## src/rtl/load_store_unit.sv

```systemverilog
// Memory-stage load/store unit: issues one data-memory access per instruction on a
// req/ack bus, stalls the pipeline while it waits, and formats store and load data.
module load_store_unit #(
    parameter int unsigned TIMEOUT_CYCLES = 255
) (
    input  logic        clk,
    input  logic        reset,
    input  logic        valid_in,
    input  logic        MemRead_in,
    input  logic        MemWrite_in,
    input  logic [2:0]  Funct3_in,
    input  logic [31:0] Addr_in,
    input  logic [31:0] StoreData_in,
    output logic        mem_req,
    output logic        mem_we,
    output logic [31:0] mem_addr,
    output logic [31:0] mem_wdata,
    output logic [3:0]  mem_wstrb,
    input  logic        mem_ack,
    input  logic [31:0] mem_rdata,
    output logic [31:0] ReadData_out,
    output logic        stall_out,
    output logic        done_out,
    output logic        fault_out
);

    localparam int unsigned CNT_W = (TIMEOUT_CYCLES < 2) ? 1 : $clog2(TIMEOUT_CYCLES + 1);
    localparam logic [CNT_W-1:0] CNT_LAST = CNT_W'(TIMEOUT_CYCLES);

    typedef enum logic [1:0] {
        IDLE = 2'd0,
        BUSY = 2'd1,
        RESP = 2'd2
    } state_t;

    state_t           state;
    logic [CNT_W-1:0] wait_cnt;
    logic             fault_q;
    logic [1:0]       lat_off;
    logic [2:0]       lat_funct3;

    logic             access_c;
    logic             legal_c;
    logic             aligned_c;
    logic             accept_c;
    logic             reject_c;
    logic             timeout_c;
    logic [31:0]      st_wdata_c;
    logic [3:0]       st_wstrb_c;
    logic [7:0]       ld_byte_c;
    logic [15:0]      ld_half_c;
    logic [31:0]      ld_data_c;

    // Request decode: legality of funct3 for the access kind and natural alignment.
    always_comb begin
        access_c  = valid_in && (MemRead_in || MemWrite_in);
        legal_c   = 1'b0;
        aligned_c = 1'b1;
        case (Funct3_in)
            3'b000, 3'b001, 3'b010: legal_c = 1'b1;
            3'b100, 3'b101:         legal_c = !MemWrite_in;
            default:                legal_c = 1'b0;
        endcase
        case (Funct3_in[1:0])
            2'b01:   aligned_c = !Addr_in[0];
            2'b10:   aligned_c = (Addr_in[1:0] == 2'b00);
            default: aligned_c = 1'b1;
        endcase
        accept_c  = access_c && legal_c && aligned_c;
        reject_c  = access_c && !(legal_c && aligned_c);
        timeout_c = (TIMEOUT_CYCLES != 0) && ((wait_cnt + CNT_W'(1)) == CNT_LAST);
    end

    // Store data is replicated across lanes; strobes pick the addressed lane(s).
    always_comb begin
        st_wdata_c = StoreData_in;
        st_wstrb_c = 4'b1111;
        case (Funct3_in[1:0])
            2'b00: begin
                st_wdata_c = {4{StoreData_in[7:0]}};
                st_wstrb_c = 4'b0001 << Addr_in[1:0];
            end
            2'b01: begin
                st_wdata_c = {2{StoreData_in[15:0]}};
                st_wstrb_c = 4'b0011 << {Addr_in[1], 1'b0};
            end
            default: begin
                st_wdata_c = StoreData_in;
                st_wstrb_c = 4'b1111;
            end
        endcase
    end

    // Load lane extraction and extension, driven by the latched offset and size.
    always_comb begin
        ld_byte_c = mem_rdata[7:0];
        case (lat_off)
            2'd0:    ld_byte_c = mem_rdata[7:0];
            2'd1:    ld_byte_c = mem_rdata[15:8];
            2'd2:    ld_byte_c = mem_rdata[23:16];
            default: ld_byte_c = mem_rdata[31:24];
        endcase
        ld_half_c = lat_off[1] ? mem_rdata[31:16] : mem_rdata[15:0];
        case (lat_funct3)
            3'b000:  ld_data_c = {{24{ld_byte_c[7]}}, ld_byte_c};
            3'b001:  ld_data_c = {{16{ld_half_c[15]}}, ld_half_c};
            3'b100:  ld_data_c = {24'd0, ld_byte_c};
            3'b101:  ld_data_c = {16'd0, ld_half_c};
            default: ld_data_c = mem_rdata;
        endcase
    end

    // Pipeline handshake: stall while accepting or waiting, fault on reject or timeout.
    always_comb begin
        stall_out = !reset && (((state == IDLE) && accept_c) || (state == BUSY));
        fault_out = !reset && (((state == IDLE) && reject_c) || ((state == RESP) && fault_q));
    end

    always_ff @(posedge clk) begin
        if (reset) begin
            state        <= IDLE;
            wait_cnt     <= '0;
            fault_q      <= 1'b0;
            lat_off      <= 2'd0;
            lat_funct3   <= 3'd0;
            mem_req      <= 1'b0;
            mem_we       <= 1'b0;
            mem_addr     <= 32'd0;
            mem_wdata    <= 32'd0;
            mem_wstrb    <= 4'd0;
            ReadData_out <= 32'd0;
            done_out     <= 1'b0;
        end else begin
            case (state)
                IDLE: begin
                    if (accept_c) begin
                        state      <= BUSY;
                        wait_cnt   <= '0;
                        fault_q    <= 1'b0;
                        lat_off    <= Addr_in[1:0];
                        lat_funct3 <= Funct3_in;
                        mem_req    <= 1'b1;
                        mem_we     <= MemWrite_in;
                        mem_addr   <= {Addr_in[31:2], 2'b00};
                        mem_wdata  <= MemWrite_in ? st_wdata_c : 32'd0;
                        mem_wstrb  <= MemWrite_in ? st_wstrb_c : 4'd0;
                    end
                end
                BUSY: begin
                    if (mem_ack) begin
                        state    <= RESP;
                        mem_req  <= 1'b0;
                        done_out <= 1'b1;
                        if (!mem_we) begin
                            ReadData_out <= ld_data_c;
                        end
                    end else if (timeout_c) begin
                        state        <= RESP;
                        mem_req      <= 1'b0;
                        done_out     <= 1'b1;
                        fault_q      <= 1'b1;
                        ReadData_out <= 32'd0;
                    end else begin
                        wait_cnt <= wait_cnt + CNT_W'(1);
                    end
                end
                RESP: begin
                    state    <= IDLE;
                    done_out <= 1'b0;
                    fault_q  <= 1'b0;
                end
                default: begin
                    state    <= IDLE;
                    mem_req  <= 1'b0;
                    done_out <= 1'b0;
                end
            endcase
        end
    end

endmodule
```

## config.mk

```make
export PLATFORM = sky130hd
export DESIGN_NAME = load_store_unit
export DESIGN_NICKNAME = d
export VERILOG_FILES = /design/src/rtl/load_store_unit.sv
export SDC_FILE = /design/constraint.sdc
export NUM_CORES = 1
export LEC_CHECK = 0
export ABC_AREA = 1
export BUFFER_PORTS_ARGS = -buffer_cell sky130_fd_sc_hd__buf_4
export CAP_MARGIN = 20
export CELL_PAD_IN_SITES_DETAIL_PLACEMENT = 1
export CELL_PAD_IN_SITES_GLOBAL_PLACEMENT = 2
export CORE_MARGIN = 2
export CORE_UTILIZATION = 28
export CTS_CLUSTER_DIAMETER = 100
export DETAILED_ROUTE_END_ITERATION = 12
export PLACE_DENSITY = 0.89
export SKIP_LAST_GASP = 1
export SLEW_MARGIN = 20
export SYNTH_ARGS = -nofsm -noshare
export SYNTH_HDL_FRONTEND = slang
export SYNTH_SLANG_ARGS = --single-unit
```

## constraint.sdc

```tcl
create_clock -name clk -period 7.8 [get_ports clk]
set_input_delay 2.34 -clock clk [delete_from_list [all_inputs] [get_ports clk]]
set_output_delay 2.34 -clock clk [all_outputs]
set_load 0.01 [all_outputs]
```

After elaboration in Yosys (flattened, before gate mapping):

Cells that the tools add are included.

* flip-flop bits (word level): 117
* output and inout port bits: 105
* word-level logic and storage cells: 102

* add/sub/neg operators: 1
* equal/unequal tests: 20
* shifts and indexed selects: 2
* muxes and demuxes: 30
* bitwise gates (word level): 2
* reduce and logical (&&, ||, !) cells: 35

Operators with widths (count)
* $mux W32: 4
* $pmux W32 S4: 1
* $pmux W32 S2: 1
* $mux W8: 3
* $pmux W8 S3: 1
* $mux W16: 1
* $pmux W8 S2: 1
* $eq A3 B3 Y1 const B: 4
* $logic_and A1 B1 Y1: 10
* $ne A2 B2 Y1 const B: 5
* $add A8 B1 Y8 const B: 1
* $eq A8 B8 Y1 const B: 1
* $logic_not A2 Y1: 4
* $pmux W4 S2: 1
* $reduce_and A4 Y1: 2
* $mux W1: 7
* $eq A2 B1 Y1 const B: 3
* $eq A2 B2 Y1 const B: 3
* $eq A3 B1 Y1 const B: 2
* $logic_not A3 Y1: 2
* $mux W2: 3
* $pmux W1 S2: 3
* $pmux W1 S3: 2
* $reduce_and A2 Y1: 3
* 14 further kinds: 22

Longest topological paths before layout:

* depth in word-level cells: 9
* mapped depth: 14

Worst setup path after synthesis:

OpenSTA, ideal clock, no wires.

* path kind: input to output
* start: in Funct3_in[1]
* end: out stall_out
* arrival: 4.034 ns
* setup slack: 1.426 ns
* stages: 11
* path buffers: 4
* cells stage by stage: buf_2 inv_2 clkbuf_1 ha_1 nand3_1 nand3_1 nor2_4 inv_2 buf_2 buf_2 a21oi_1

* word-level cells in the longest chain between the ends: 8

Ends and longest elaborated chain
* start, declared: line 11 `input logic [2:0] Funct3_in,`
* $eq A3 B1 Y1 (tied with other cells): line 59 `case (Funct3_in)`
* $reduce_or A3 Y1 / $reduce_or A2 Y1 (equally long branches): line 59
* $pmux W1 S2: line 59
* $logic_and A1 B1 Y1: line 69 `accept_c = access_c && legal_c && aligned_c;`
* $logic_and A1 B1 Y1 *: line 69
* $logic_and A1 B1 Y1 *: line 115 `stall_out = !reset && (((state == IDLE) && accept_c) || (state == BUSY));`
* $logic_or A1 B1 Y1 *: line 115
* $logic_and A1 B1 Y1 *: line 115
* end, declared: line 22 `output logic stall_out,`

Mark *: on every way between the ends. The rest lies on a longest branch, timed or not.

Final worst setup path:

Ends and elaborated chain as after synthesis.

==> impl_metrics.toml <==
[placed_design]
io_buffers = 207
place_congestion = 0.798
hpwlAfterDp_um = 14300
dpl.cell_count = 1252

[clocking]
cts_root_buf = "clkbuf_16"
cts_tree = "built"
clock_sinks = 117
worstSkewPairLatency_ns = 0.42
htree_levels = 4
cts_setup_buffers = 0
clkTransAtPathRegs_ns = 0.06
cts_resized = 0
cts.path.max_buffers = 2
cts-hold-fix-buffers = 0
cts_buffers = 17

[logic_synthesis]
synth_area_leader_cell = "dfxtp_1"
ys_types = 33
synth-seq-cells = 117
ys_seq_area_share_pct = 41.1
yosys_warnings = 0
netlist.area_leader.share_pct = 41.1
syn_inst = 830
syn_avg_cell_area_um2 = 6.87
synth.area.top_cells = "dfxtp_1 (41%), nand2_1 (11%), a21oi_1 (9.0%)"
synth_area_um2 = 5700

[min_path]
holdPathStages = 2
hold_path.class = "reg -> reg"

[timing]
fmax_mhz = 158
slew_headroom_pct = 42.6
report.final.setup_viol = 0
setup-tns-final_ns = 0
finalCritPeriodShare_pct = 81.0
rsz0062_at_grt = "no"
hold_violations = 0
fin_hold_ws_ns = 0.466
drv_slew = 0
period_minus_slack_ns = 6.32
finClkSkew_ns = 0.00946
tightest_slew_ns = 0.861

[finish]
final_layout_size_suffix_gt1_share_pct = 28.6
fin_nets = 1111
layout_common_cells = "buf_4 (211), nand2_1 (161), nor2_1 (118), dfxtp_1 (117), a21oi_1 (103)"
area_delta_synth_final_pct = 39.1
n_antenna_cell = 0
layout_commonest_cell = "buf_4"
layout.cells.non_filler = 1282
post-route-util_pct = 39.5

[floorplan]
die_h_um = 147
io_pins = 210
dieArea_um2 = 21500
core_um2 = 20100
die_w_um = 147
num_rows = 52
start_util_pct = 28.4

[setup_path]
worstPathMaxFanout = 12
start_kind = "input port"
worstPathRequired_ns = 5.46
reg2reg_depth = 13
criticalPathCategory = "in -> out"
crit_arrival_ns = 3.98
end_kind = "output pin"

[detailed_routing]
drc = 0
drt_first_pass_iters = 4
vias = 6080
routed_wl_um = 20500
drt-initial-drc-count = 218
wire_per_inst_um = 16.0
vias_per_cell = 4.74
ant_nets = 0

[flow_run]
max_cap_violations = 0

[power_and_ir_drop]
power_mw = 1.70
powerDensity_nw_per_um2 = 215
leakagePower_nw = 3.50
ir_drop_mv = 0.155

[status]
status = "finished, final reports clean"

[grt]
track_usage_pct = 19.1
antenna_found_initial = 0
grt_max_degree = 78
grt_pass1_vias = 6290
grt_overflow = 0
grt_first_pass_wirelength_um = 32900
-- power by group --
group	leakage [nW]	total [mW]	internal, mW	switching, mW
Combinational	2.26	0.238	0.102	0.136
Sequential	0.949	0.640	0.622	0.0172
Clock	0.298	0.828	0.545	0.283
-- per-layer routing --
metal | track usage [%] | up-vias | wire, µm
met3 | 7.14 | 20 | 1590
met4 | 5.05 | 0 | 284
li1 | - | 3069 | -
met5 | 0 | - | 0
met1 | 23.5 | 2826 | 9130
met2 | 31.5 | 165 | 9530
-- final timing paths --
kind | start | end | slack (ns)
setup / recovery | Funct3_in[1] | stall_out | 1.48
hold / removal | mem_wdata[1] | mem_wdata[1] | 0.47
setup reg to reg | wait_cnt[1] | ReadData_out[0] | 5.34
hold reg to reg | mem_wdata[1] | mem_wdata[1] | 0.47
-- Yosys cell counts --
cell      number
buf_2          9
nand4_1        6
nor3_1         2
nand2_4        2
a21oi_2        1
o211ai_1      17
nor2_4         1
o21bai_4       1
a21oi_1      103
clkbuf_1      36
ha_1           5
o22ai_1        1
nand3_2        2
inv_2          6
or2_1          1
clkinv_1       1
conb_1         1
nor2_1       118
nor2_2         6
a31oi_1        1
o21ai_0       77
o21bai_1       1
o21a_1         1
nand3_1       75
nand2_1      162
dfxtp_1      117
buf_4          3
buf_6          8
nand2_2        6
inv_1         34
or2_2         22
clkbuf_2       1
buf_1          3
-- area by class of cell --
cell class	count	area [µm²]
repair buffers	211	1580
multi-input cells	613	2900
inverters	41	154
clock buffers	20	457
flip-flops and latches	117	2340
well taps	270	338
clock inverters	10	155
fillers	2591	12200
-- sequential cells by signal (all words and copies together), names as in the netlist, 2 cells and up --
| signal | cells |
|---|---|
| lat_funct3 | 3 |
| lat_off | 2 |
| mem_wstrb | 4 |
| mem_wdata | 32 |
| mem_addr | 30 |
| wait_cnt | 8 |
| state | 2 |
| ReadData_out | 32 |
-- through the flow --
stage	setup slack [ns]	instance area, µm²
floorplan	1.43	5710
finish	1.48	7930
CTS	1.45	7930
global placement	1.51	7320
global route	1.27	7930
detailed placement	1.45	7320
-- cells by family after synthesis --
family                   share of synthesized area, %
AND/OR/NAND/NOR                                  30.6
AO/OA/AOI/OAI                                    19.0
flip-flops                                       41.1
buffers and inverters                            8.12
adder cells (fa/ha/maj)                          1.10
other                                          0.0658
-- worst max-delay path, cell delays in order --
cell	delay, ns
buf_4	0.16
inv_2	0.17
ha_1	0.47
nand2_1	0.10
nand3_1	0.12
nand3_1	0.15
nor2_4	0.13
inv_2	0.04
a21oi_1	0.13
buf_4	0.14
No activity file was read; power rests on OpenSTA's default activity.
